$ cat src/rtl/iteration_sequencer_pkg.sv
// Shared types and helpers for the iteration sequencer.
// Latency: n/a (declarations only).
// Backpressure: n/a.
package iter_seq_pkg;

  typedef enum logic [2:0] {
    IDLE,
    ARMED,
    RUN,
    DONE,
    ABORT
  } iter_state_t;

  // Ceiling of log2(n), floored at 1 so derived widths are never zero.
  function automatic int CeilLog2(input int n);
    int r;
    r = 0;
    for (int i = 0; i < 31; i++) begin
      if ((1 << i) < n) r = i + 1;
    end
    return (r < 1) ? 1 : r;
  endfunction

endpackage

$ cat src/rtl/iteration_sequencer_debounce.sv
// Start-button conditioner: 2-flop synchronizer followed by a stability counter.
// Latency: 2 + DEBOUNCE_CYCLES cycles on each edge of din.
// Backpressure: none; pulses shorter than DEBOUNCE_CYCLES never reach dout.
module start_debounce
  import iter_seq_pkg::*;
#(
  parameter int DEBOUNCE_CYCLES = 4
) (
  input  logic clk,
  input  logic reset,
  input  logic din,
  output logic dout
);

  localparam int CNT_W = CeilLog2(DEBOUNCE_CYCLES + 1);

  logic             sync1;
  logic             sync2;
  logic [CNT_W-1:0] cnt;

  // Synchronize din, then only accept a new level after it has been stable long enough.
  always_ff @(posedge clk) begin
    if (reset) begin
      sync1 <= 1'b0;
      sync2 <= 1'b0;
      cnt   <= '0;
      dout  <= 1'b0;
    end else begin
      sync1 <= din;
      sync2 <= sync1;
      if (sync2 == dout) begin
        cnt <= '0;
      end else if (cnt == CNT_W'(DEBOUNCE_CYCLES - 1)) begin
        dout <= sync2;
        cnt  <= '0;
      end else begin
        cnt <= cnt + CNT_W'(1);
      end
    end
  end

endmodule

$ cat src/rtl/iteration_sequencer.sv
// Iteration controller: arms on start, triggers on release, issues len single-cycle steps, then done.
// Latency: first step one cycle after the sampled release; done len_q+1 cycles after release.
// Backpressure: none; abort cancels ARMED/RUN. Optional debouncer: define ITER_SEQ_DEBOUNCE_EN.
module iteration_sequencer
  import iter_seq_pkg::*;
#(
  parameter int MAX_ITER        = 32,
  parameter int LEN_W           = CeilLog2(MAX_ITER + 1),
  parameter int IDX_W           = CeilLog2(MAX_ITER),
  parameter int DEBOUNCE_CYCLES = 4
) (
  input  logic             clk,
  input  logic             reset,
  input  logic             start,
  input  logic [LEN_W-1:0] len,
  input  logic             abort,
  output logic             busy,
  output logic             step,
  output logic [IDX_W-1:0] iter_idx,
  output logic             first,
  output logic             last,
  output logic             done,
  output logic             aborted
);

  iter_state_t      state;
  logic [LEN_W-1:0] len_q;
  logic [LEN_W-1:0] len_clamped;
  logic             start_f;

`ifdef ITER_SEQ_DEBOUNCE_EN
  start_debounce #(
    .DEBOUNCE_CYCLES(DEBOUNCE_CYCLES)
  ) u_start_debounce (
    .clk  (clk),
    .reset(reset),
    .din  (start),
    .dout (start_f)
  );
`else
  // start is assumed already synchronous to clk in this build.
  assign start_f = start;
`endif

  assign len_clamped = (len > LEN_W'(MAX_ITER)) ? LEN_W'(MAX_ITER) : len;

  // Sequencer FSM; every output is registered alongside the state it belongs to.
  always_ff @(posedge clk) begin
    if (reset) begin
      state    <= IDLE;
      len_q    <= '0;
      iter_idx <= '0;
      busy     <= 1'b0;
      step     <= 1'b0;
      first    <= 1'b0;
      last     <= 1'b0;
      done     <= 1'b0;
      aborted  <= 1'b0;
    end else begin
      step    <= 1'b0;
      first   <= 1'b0;
      last    <= 1'b0;
      done    <= 1'b0;
      aborted <= 1'b0;
      case (state)
        IDLE: begin
          if (start_f) begin
            state <= ARMED;
            busy  <= 1'b1;
          end
        end
        ARMED: begin
          if (abort) begin
            state    <= ABORT;
            busy     <= 1'b0;
            aborted  <= 1'b1;
            iter_idx <= '0;
          end else if (!start_f) begin
            len_q    <= len_clamped;
            iter_idx <= '0;
            if (len_clamped == '0) begin
              state <= DONE;
              busy  <= 1'b0;
              done  <= 1'b1;
            end else begin
              state <= RUN;
              busy  <= 1'b1;
              step  <= 1'b1;
              first <= 1'b1;
              last  <= (len_clamped == LEN_W'(1));
            end
          end
        end
        RUN: begin
          // The step visible this cycle has already been issued; abort only stops later ones.
          if (abort) begin
            state    <= ABORT;
            busy     <= 1'b0;
            aborted  <= 1'b1;
            iter_idx <= '0;
          end else if (LEN_W'(iter_idx) == len_q - LEN_W'(1)) begin
            state    <= DONE;
            busy     <= 1'b0;
            done     <= 1'b1;
            iter_idx <= '0;
          end else begin
            iter_idx <= iter_idx + IDX_W'(1);
            step     <= 1'b1;
            last     <= (LEN_W'(iter_idx) + LEN_W'(2) == len_q);
          end
        end
        DONE: begin
          state <= IDLE;
        end
        ABORT: begin
          state <= IDLE;
        end
        default: begin
          state    <= IDLE;
          busy     <= 1'b0;
          iter_idx <= '0;
        end
      endcase
    end
  end

endmodule

$ cat config.mk
export PLATFORM = sky130hd
export DESIGN_NAME = iteration_sequencer
export DESIGN_NICKNAME = d
export VERILOG_FILES = /design/src/rtl/iteration_sequencer_pkg.sv /design/src/rtl/iteration_sequencer_debounce.sv /design/src/rtl/iteration_sequencer.sv
export SDC_FILE = /design/constraint.sdc
export NUM_CORES = 1
export LEC_CHECK = 0
export CORE_ASPECT_RATIO = 0.5
export CORE_MARGIN = 1
export CORE_UTILIZATION = 50
export CTS_BUF_LIST = sky130_fd_sc_hd__clkbuf_8
export DETAILED_ROUTE_END_ITERATION = 8
export DONT_BUFFER_PORTS = 1
export HOLD_SLACK_MARGIN = 0.12
export PLACE_DENSITY = 0.68
export SLEW_MARGIN = 5
export SYNTH_ARGS = -nofsm -noshare
export SYNTH_HDL_FRONTEND = slang
export SYNTH_SLANG_ARGS = --single-unit
$ cat constraint.sdc
create_clock -name clk -period 2.2 [get_ports clk]
set_input_delay 0.22 -clock clk [delete_from_list [all_inputs] [get_ports clk]]
set_output_delay 0.22 -clock clk [all_outputs]
set_load 0.1 [all_outputs]
==> flow_metrics.py <==
metrics = {
    "clocking": {
        "numCtsBuffers": 3,
        "tritoncts": "built",
        "root_buffer": "sky130_fd_sc_hd__clkbuf_8",
        "htree_levels": 1,
        "worst_skew_pair_later_pin_latency_ns": 0.27,
        "cts-hold-fix-buffers": 3,
        "clock_path_buffers": 2,
        "clk_transition_reported_paths_ns": 0.09,
        "cts_setup_buffers": 0,
        "cts-resized-gates": 0,
        "cts_sinks": 20,
    },
    "global_routing": {
        "maximum_number_of_pins_on_one_net_before_global_route_repair": 15,
        "grt_use_total_pct": 23.4,
        "grt_pass1_wl_um": 4690,
        "grt_overflow_total": 0,
        "antenna_violations_before_repair": 0,
        "grt_pass1_vias": 989,
    },
    "detailed_routing": {
        "maxUsedRoutingLayer": "met4",
        "count_of_vias_placed_by_the_detailed_router": 1141,
        "drt-initial-drc-count": 61,
        "met3RoutedLength_um": 202,
        "dr_wl_met2_um": 1250,
        "route.detailed.drc": 0,
        "antenna_violating_nets_post_route": 0,
        "detail_route.first_pass.iterations": 4,
        "avgViaCountPerCell": 5.71,
        "met1Wirelength_um": 1480,
        "post_drt_wl_per_cell_um": 14.7,
        "total_detailed_routing_wirelength_um": 2950,
    },
    "synth": {
        "synth_top_cells_by_count": "sky130_fd_sc_hd__dfxtp_1 (20), sky130_fd_sc_hd__nor2_1 (17), sky130_fd_sc_hd__a21oi_1 (10), sky130_fd_sc_hd__nor3b_1 (9), sky130_fd_sc_hd__inv_1 (7)",
        "synth_ff_type": "sky130_fd_sc_hd__dfxtp_1",
        "synth.top_cell.area_share_pct": 30.9,
        "netlist.top_cell.by_area": "sky130_fd_sc_hd__dfxtp_1",
        "yosys_warnings": 0,
        "post_synth_instance_area_um2": 1300,
        "postSynthRegisterBits": 20,
        "syn_inst": 155,
        "yosysMostFrequentCell": "sky130_fd_sc_hd__dfxtp_1",
        "asyncSetResetFlopFracSynth_pct": 0,
        "ys_top_cells_by_area": "sky130_fd_sc_hd__dfxtp_1 (31%), sky130_fd_sc_hd__nor3b_1 (5.2%), sky130_fd_sc_hd__nor2_1 (4.9%)",
        "synth_cell_types": 48,
        "syn-num-nets": 168,
        "synth_edf_count": 0,
        "synth_area_per_inst_um2": 8.36,
        "synth-seq-area-share_pct": 30.9,
    },
    "finish": {
        "drive_gt1_share_pct": 17.6,
        "filler_cell_count": 201,
        "diodes": 0,
        "area_delta_synth_final_pct": 15.0,
        "finish.cell_count_without_fillers": 200,
        "num-nets-final": 179,
        "finalCoreUtilization_pct": 64.0,
    },
    "power_and_ir_drop": {
        "p_sw_share_pct": 34.6,
        "peakVddDrop_v": 0.000345,
        "net-switching-power_mw": 0.418,
        "p_leak_nw": 0.569,
        "powerDensity_nw_per_um2": 811,
        "seq_power_share_pct": 36.4,
        "share_comb_of_total_power_pct": 32.0,
        "clkPwrFrac_pct": 31.6,
        "p_int_mw": 0.791,
    },
    "floorplanning": {
        "core_area_um2": 2330,
        "rows": 12,
        "die-area_um2": 2810,
        "die-width_um": 74.0,
        "i_o_pins": 21,
        "start_util_pct": 55.7,
        "die-height_um": 38.0,
    },
    "timing": {
        "timing.final.ws_setup_ns": 0.302,
        "number_of_failing_hold_endpoints_at_the_final_stage": 0,
        "post_route_worst_hold_slack_ns": 0.141,
        "layout_min_cycle_time_ns": 1.90,
        "fin_skew_ns": 0.00863,
        "worst-slew-pin-transition_ns": 0.608,
        "relSlewSlack_pct": 58.3,
        "setup_viol": 0,
        "finalCritPeriodShare_pct": 86.3,
        "totalNegativeSetupSlack_ns": 0,
        "timing_max_transition_violations_final": 0,
        "rsz0062_at_grt": "false",
        "maxClockFrequency_mhz": 527,
    },
    "flow_run": {
        "maxCapViolations": 0,
    },
    "min_path": {
        "whs_endpoint": "iter_idx[0]",
        "min_delay_path_depth": 3,
        "hp-start": "reset",
        "min-delay-path-class": "in -> reg",
    },
    "status": {
        "outcome": "finished, final reports clean",
    },
    "setup_path": {
        "end_kind": "flop",
        "worst-r2r-setup-slack_ns": 0.30,
        "critPathKind": "reg -> reg",
        "regToRegStartpoint": "len_q[0]",
        "critPathLaunch": "len_q[0]",
        "critPathLaunchType": "flop",
        "crit-reg2reg-capture": "last",
        "critPathMaxFanout": 4,
        "critical_path_arrival_ns": 2.10,
        "number_of_cells_on_the_worst_reg_to_reg_path": 5,
        "cp.required_ns": 2.40,
    },
    "placement": {
        "dp_worst_setup_slack_ns": 0.299,
        "gp_congestion": 0.788,
        "place.detailed.hpwl_um": 2050,
        "io_buffer_count": 0,
        "placed_cells_incl_taps": 193,
    },
}
layout make-up:
class	instances	area, um2	share of cell area [%]
Multi-Input combinational cell	118	818	54.9
Sequential cell	20	403	27.0
Timing Repair Buffer	16	128	8.56
Tap cell	35	43.8	2.94
Clock buffer	3	41.3	2.77
Clock inverter	1	30.0	2.02
Inverter	7	26.3	1.76
worst max-delay path by stage:
stage | endpoint | slack (ns) | cells after the start
after floorplan | last | 0.06 | 6
after global placement | last | 0.33 | 5
after detailed placement | last | 0.30 | 5
after global routing | last | 0.23 | 5
after CTS | last | 0.29 | 5
final | last | 0.30 | 5
sequential cells by signal, indices dropped and copies added, names as in the netlist:
register / flops
first: 1
iter_idx: 5
busy: 1
len_q: 6
state: 3
last: 1
done: 1
aborted: 1
step: 1
logic make-up (layout without fill, tap and decap cells):
family | Yosys count | count (layout) | synth area share (%)
buffers and inverters | 17 | 27 | 5.98
adders and majority gates | 3 | 3 | 2.90
DFF | 20 | 20 | 30.9
xor gates and xnor gates | 9 | 9 | 6.08
AOI/OAI and AO/OA | 37 | 37 | 22.1
muxes | 2 | 2 | 1.54
and+or+nand+nor | 67 | 67 | 30.5
power by group through the flow:
| stage | combinational, mW | sequential [mW] | clock [mW] |
|---|---|---|---|
| 2_1_floorplan | 0.253 | 0.508 | 0 |
| 3_3_place_gp | 0.373 | 0.446 | 0 |
| 3_5_place_dp | 0.378 | 0.448 | 0 |
| 4_1_cts | 0.388 | 0.439 | 0.378 |
| 5_1_grt | 0.424 | 0.445 | 0.396 |
| 6_report | 0.387 | 0.439 | 0.382 |
stage by stage:
stage          total power [mW]  instance area [um2]
2_1_floorplan             0.762                 1300
3_3_place_gp              0.819                 1390
3_5_place_dp              0.826                 1390
4_1_cts                    1.20                 1490
5_1_grt                    1.26                 1490
6_report                   1.21                 1490
critical path: stages (launching register included):
cell and delay, ns:
sky130_fd_sc_hd__dfxtp_1 0.35, sky130_fd_sc_hd__or3_4 0.41, sky130_fd_sc_hd__or4_4 0.42, sky130_fd_sc_hd__and4_4 0.20, sky130_fd_sc_hd__a21o_4 0.24, sky130_fd_sc_hd__o31ai_4 0.22
metal layers:
metal / track usage [%] / vias up
met5: 0 / -
met4: 2.88 / 0
met2: 36.8 / 37
met3: 7.63 / 2
li1: - / 582
met1: 32.0 / 520
layout by cell type (no fill, tap or decap), types with 3 or more instances in the layout:
cell type,count
sky130_fd_sc_hd__nor3b_1,9
sky130_fd_sc_hd__dlygate4sd3_1,3
sky130_fd_sc_hd__nand3b_1,3
sky130_fd_sc_hd__nor3_1,5
sky130_fd_sc_hd__o21ai_0,5
sky130_fd_sc_hd__nor2_1,17
sky130_fd_sc_hd__xor2_1,5
sky130_fd_sc_hd__nor4b_1,3
sky130_fd_sc_hd__ha_1,3
sky130_fd_sc_hd__nand2_1,5
sky130_fd_sc_hd__inv_1,7
sky130_fd_sc_hd__buf_4,13
sky130_fd_sc_hd__o22ai_1,4
sky130_fd_sc_hd__a21oi_1,10
sky130_fd_sc_hd__clkbuf_8,3
sky130_fd_sc_hd__nand3_1,4
sky130_fd_sc_hd__dfxtp_1,18
sky130_fd_sc_hd__nand2b_1,6
sky130_fd_sc_hd__xnor2_1,4
sky130_fd_sc_hd__nor4_1,3
Note: power is estimated with default switching activity, not from simulation.
